==> src/rtl/vga_scan_out.sv <==
// Purpose : VGA 640x480@60 scan generator (x/y, endofframe) and registered sync/colour output stage.
// Latency : hsync/vsync/video_on/RGB lag x/y by one pixel tick; endofframe is registered with x/y.
// Backpr. : none; free-running raster, and all state holds between pixel ticks.
//
// Ports:
//   clk                     system clock (pixel clock, or 2x pixel clock with VGA_SCAN_CLK_DIV2_EN)
//   reset                   synchronous active-low reset
//   ball_on/ball_rgb        ball layer flag and colour for the current x,y (combinational from x,y)
//   paddle_on/paddle_rgb    paddle layer flag and colour for the current x,y
//   x, y                    current pixel column / line
//   endofframe              high while y >= V_DISPLAY; registered so it can safely be used as a clock
//   hsync, vsync            active-low syncs
//   video_on                registered display-area flag
//   red, green, blue        pixel colour {r[2:0], g[2:0], b[1:0]}
//
// Option macro: VGA_SCAN_CLK_DIV2_EN -- divide clk by two to form the pixel tick.
module vga_scan_out #(
    parameter int         H_DISPLAY = 640,
    parameter int         H_FRONT   = 16,
    parameter int         H_SYNC    = 96,
    parameter int         H_BACK    = 48,
    parameter int         V_DISPLAY = 480,
    parameter int         V_FRONT   = 10,
    parameter int         V_SYNC    = 2,
    parameter int         V_BACK    = 33,
    parameter logic [7:0] BG_RGB    = 8'h00
) (
    input  logic       clk,
    input  logic       reset,
    input  logic       ball_on,
    input  logic [7:0] ball_rgb,
    input  logic       paddle_on,
    input  logic [7:0] paddle_rgb,
    output logic [9:0] x,
    output logic [9:0] y,
    output logic       endofframe,
    output logic       hsync,
    output logic       vsync,
    output logic       video_on,
    output logic [2:0] red,
    output logic [2:0] green,
    output logic [1:0] blue
);

    localparam int H_TOTAL = H_DISPLAY + H_FRONT + H_SYNC + H_BACK;
    localparam int V_TOTAL = V_DISPLAY + V_FRONT + V_SYNC + V_BACK;

    localparam logic [9:0] H_MAX    = 10'(H_TOTAL - 1);
    localparam logic [9:0] V_MAX    = 10'(V_TOTAL - 1);
    localparam logic [9:0] H_VIS    = 10'(H_DISPLAY);
    localparam logic [9:0] V_VIS    = 10'(V_DISPLAY);
    localparam logic [9:0] HS_START = 10'(H_DISPLAY + H_FRONT);
    localparam logic [9:0] HS_END   = 10'(H_DISPLAY + H_FRONT + H_SYNC - 1);
    localparam logic [9:0] VS_START = 10'(V_DISPLAY + V_FRONT);
    localparam logic [9:0] VS_END   = 10'(V_DISPLAY + V_FRONT + V_SYNC - 1);

    logic ptick;

`ifdef VGA_SCAN_CLK_DIV2_EN
    // Divider starts at 0 out of reset, so the first tick lands on the
    // second clock after release.
    logic div_q;

    always_ff @(posedge clk) begin
        if (!reset) begin
            div_q <= 1'b0;
        end else begin
            div_q <= ~div_q;
        end
    end

    assign ptick = div_q;
`else
    assign ptick = 1'b1;
`endif

    logic       x_wrap;
    logic [9:0] x_next;
    logic [9:0] y_next;

    always_comb begin
        x_wrap = (x == H_MAX);
        x_next = x_wrap ? 10'd0 : x + 10'd1;
        y_next = y;
        if (x_wrap) begin
            y_next = (y == V_MAX) ? 10'd0 : y + 10'd1;
        end
    end

    logic       vid_raw;
    logic       hs_raw;
    logic       vs_raw;
    logic [7:0] pix_rgb;

    always_comb begin
        vid_raw = (x < H_VIS) && (y < V_VIS);
        hs_raw  = !((x >= HS_START) && (x <= HS_END));
        vs_raw  = !((y >= VS_START) && (y <= VS_END));
        // Blanking wins over every layer; ball sits above paddle.
        if (!vid_raw) begin
            pix_rgb = 8'h00;
        end else if (ball_on) begin
            pix_rgb = ball_rgb;
        end else if (paddle_on) begin
            pix_rgb = paddle_rgb;
        end else begin
            pix_rgb = BG_RGB;
        end
    end

    always_ff @(posedge clk) begin
        if (!reset) begin
            x          <= 10'd0;
            y          <= 10'd0;
            endofframe <= 1'b0;
            hsync      <= 1'b1;
            vsync      <= 1'b1;
            video_on   <= 1'b0;
            red        <= 3'd0;
            green      <= 3'd0;
            blue       <= 2'd0;
        end else if (ptick) begin
            x          <= x_next;
            y          <= y_next;
            // Loaded from y_next so it changes on the same edge as y and
            // comes straight off a flop (no decode glitches downstream).
            endofframe <= (y_next >= V_VIS);
            hsync      <= hs_raw;
            vsync      <= vs_raw;
            video_on   <= vid_raw;
            red        <= pix_rgb[7:5];
            green      <= pix_rgb[4:2];
            blue       <= pix_rgb[1:0];
        end
    end

endmodule
==> config.mk <==
export PLATFORM = sky130hd
export DESIGN_NAME = vga_scan_out
export DESIGN_NICKNAME = d
export VERILOG_FILES = /design/src/rtl/vga_scan_out.sv
export SDC_FILE = /design/constraint.sdc
export NUM_CORES = 1
export LEC_CHECK = 0
export ABC_AREA = 1
export BUFFER_PORTS_ARGS = -buffer_cell sky130_fd_sc_hd__buf_4
export CAP_MARGIN = 20
export CORE_MARGIN = 10
export CORE_UTILIZATION = 49
export DETAILED_ROUTE_END_ITERATION = 8
export GPL_TIMING_DRIVEN = 0
export PLACE_DENSITY = 0.75
export SETUP_SLACK_MARGIN = 0.2
export SLEW_MARGIN = 15
export SYNTH_ARGS = -nofsm -noshare
export SYNTH_HDL_FRONTEND = slang
export SYNTH_SLANG_ARGS = --single-unit
==> constraint.sdc <==
create_clock -name clk -period 1.9 [get_ports clk]
set_input_delay 0.095 -clock clk [delete_from_list [all_inputs] [get_ports clk]]
set_output_delay 0.095 -clock clk [all_outputs]
set_load 0.1 [all_outputs]
==> reports/results.tsv <==
metric	value	unit
status	finished clean	
final_util	67.4	%
grt_max_degree	11	
synthXorXnorAreaFrac	1.73	%
insertion_delay	0.33	ns
grt_use_met1	15.3	%
antenna_found_initial	0	
yosys.area_share.simple	31.7	%
dp_hpwl	3040	um
rows	20	
synth.most_common_cell	nand2_1	
met2_usage	22.1	%
synth_top_family_by_area	simple AND/OR/NAND/NOR gates	
detail-route-antenna-nets	0	
ys_types	33	
finalCritPeriodShare	81.5	%
cts_buffer_depth	2	
synth_edf_count	0	
finalWirelength	3760	um
grt_pass1_wl	6220	um
cellPowerDensity	657	nW/um2
fin_nets	281	
num_vias	1468	
start_util	50.6	%
switching_share	28.3	%
syn_area	1520	um2
fin_crit	1.55	ns
arrival	1.82	ns
dr.first_iter.drc_count	95	
worstMarginPinSlew	0.458	ns
clkSinkCount	32	
p_int	954	uW
die_area	5730	um2
path_max_fanout	8	
clk_pin_slew	0.09	ns
die_w	75.7	um
pwr-share-clk	31.6	%
synth_top_area_share	42.1	%
drc	0	
final_layout_size_suffix_gt1_share	36.2	%
max_slew_margin	69.3	%
grtUsageMet3	8.20	%
cts_made_buffers	5	
path_class	reg2reg	
root_buffer	clkbuf_4	
r2r_cells	7	
synthMuxAreaShare	0	%
rsz0062_at_grt	false	
portBuffers	49	
synth.top_cells.by_count	nand2_1, dfxtp_1, nor2_1	
gp_congestion	0.881	
grt-busiest-layer	met2	
worst_setup_path_end_kind	flip-flop	
synthAdderAreaFrac	3.29	%
synth_area_leaders	dfxtp_1, nand2_1, nor2_1, nand3_1, inv_1	
seq_power_share	52.2	%
worstHoldPathType	in2reg	
syn_inst	201	
synth_nets	225	
core_region_area	3000	um2
wire_per_inst	13.0	um
setup_violations	0	
tritoncts	yes	
vias_per_cell	5.06	
die_h	75.7	um
dr.pass1.iters	4	
synth-seq-cells	32	
grt_usage	14.1	%
p_comb_share	16.2	%
whs_path_depth	3	
avgSynthCellArea	7.56	um2
switchingPower	377	uW
grt_pass1_vias	1473	
async_flop_share	0	%
final_hold_viol_count	0	
yosysTopAreaCell	dfxtp_1	
diodes	0	
fmax	646	MHz
num_io_pins	52	
leakagePower	0.000907	uW
start_kind	flip-flop	
yosysWarnings	0	
maxSlewViolCount	0	
htreeDepth	2	
synthFlopType	dfxtp_1	
drv_cap	0	
peakVddDrop	0.000350	V
tns	0	ns
globalRouteOverflowTotal	0	
synth_compound_gate_area_share	13.4	%
seq_area_frac_synth	42.1	%
synthToLayoutAreaGrowth	33.2	%
worstPathRequired	2.17	ns
cts_setup_buffers	0	
fin_skew	0.00844	ns
==> critical path, cell delays in order, from the launching register on <==
cell and delay (ns):
dfxtp_4 0.37, ha_1 0.19, nand4_1 0.24, nor2_4 0.26
nand3_1 0.14, nand2_1 0.08, nand3_1 0.09, o21ai_2 0.11
==> logic make-up after synthesis <==
kind of cell | Yosys count
buf+inv | 29
flops | 32
simple gates | 104
xor+xnor | 3
fa+ha+maj | 4
compound gates | 29
==> sequential cells by signal, indices dropped and copies added (netlist names) <==
signal      flops
video_on        1
x              10
y              10
red             3
hsync           1
vsync           1
green           3
blue            2
endofframe      1
==> power groups by stage <==
stage / registers [uW] / clock network, uW / logic (uW)
after floorplan: 826 / 0 / 37.5
after global placement: 710 / 0 / 216
after detailed placement: 711 / 0 / 217
after CTS: 695 / 431 / 218
after global routing: 697 / 458 / 229
final: 695 / 420 / 215
==> area by class of cell <==
class / count / area (um2)
Fill cell: 295 / 978
Multi-Input combinational cell: 140 / 762
Inverter: 26 / 97.6
Clock buffer: 7 / 65.1
Buffer: 3 / 20.0
Sequential cell: 32 / 671
Timing Repair Buffer: 49 / 368
Tap cell: 33 / 41.3
==> worst paths after layout <==
check,to,slack [ns],startpoint
setup / recovery,endofframe,0.35,x[0]
hold / removal,green[1],0.02,paddle_rgb[3]
setup reg to reg,endofframe,0.35,x[0]
hold reg to reg,x[0],0.45,x[0]
==> what timing repair did <==
action	4_1_cts	5_1_grt
resized for setup	0	0
endpoints found under the setup margin	0	1
hold buffers	0	0
==> cells in the final DEF, fill, tap and decap left out, drive strengths merged, types with 2 or more instances in the layout <==
master	n
inv	26
nor2	33
a22oi	8
xor2	2
dfxtp	32
nor3	7
clkbuf	7
nand3	20
buf	52
nor4	2
ha	4
o21bai	2
nand4	2
o21ai	5
a21oi	8
nand2	40
==> through the flow <==
step	std cells	instance area, um2	total power, uW	hold slack [ns]	setup WS [ns]
floorplan	201	1550	864	0.259	0.212
global placement	283	1960	926	0.350	0.352
detailed placement	283	1960	928	0.354	0.341
CTS	290	2020	1340	0.0106	0.339
global route	290	2020	1380	0.0351	0.201
finish	290	2020	1330	0.0211	0.352
==> metal layers <==
| metal | vias up | wire (um) |
|---|---|---|
| met5 | - | 0 |
| met4 | 0 | 37 |
| met3 | 4 | 410 |
| met2 | 47 | 1630 |
| met1 | 642 | 1680 |
| li1 | 775 | - |
Note: power is estimated with default switching activity, not from simulation.
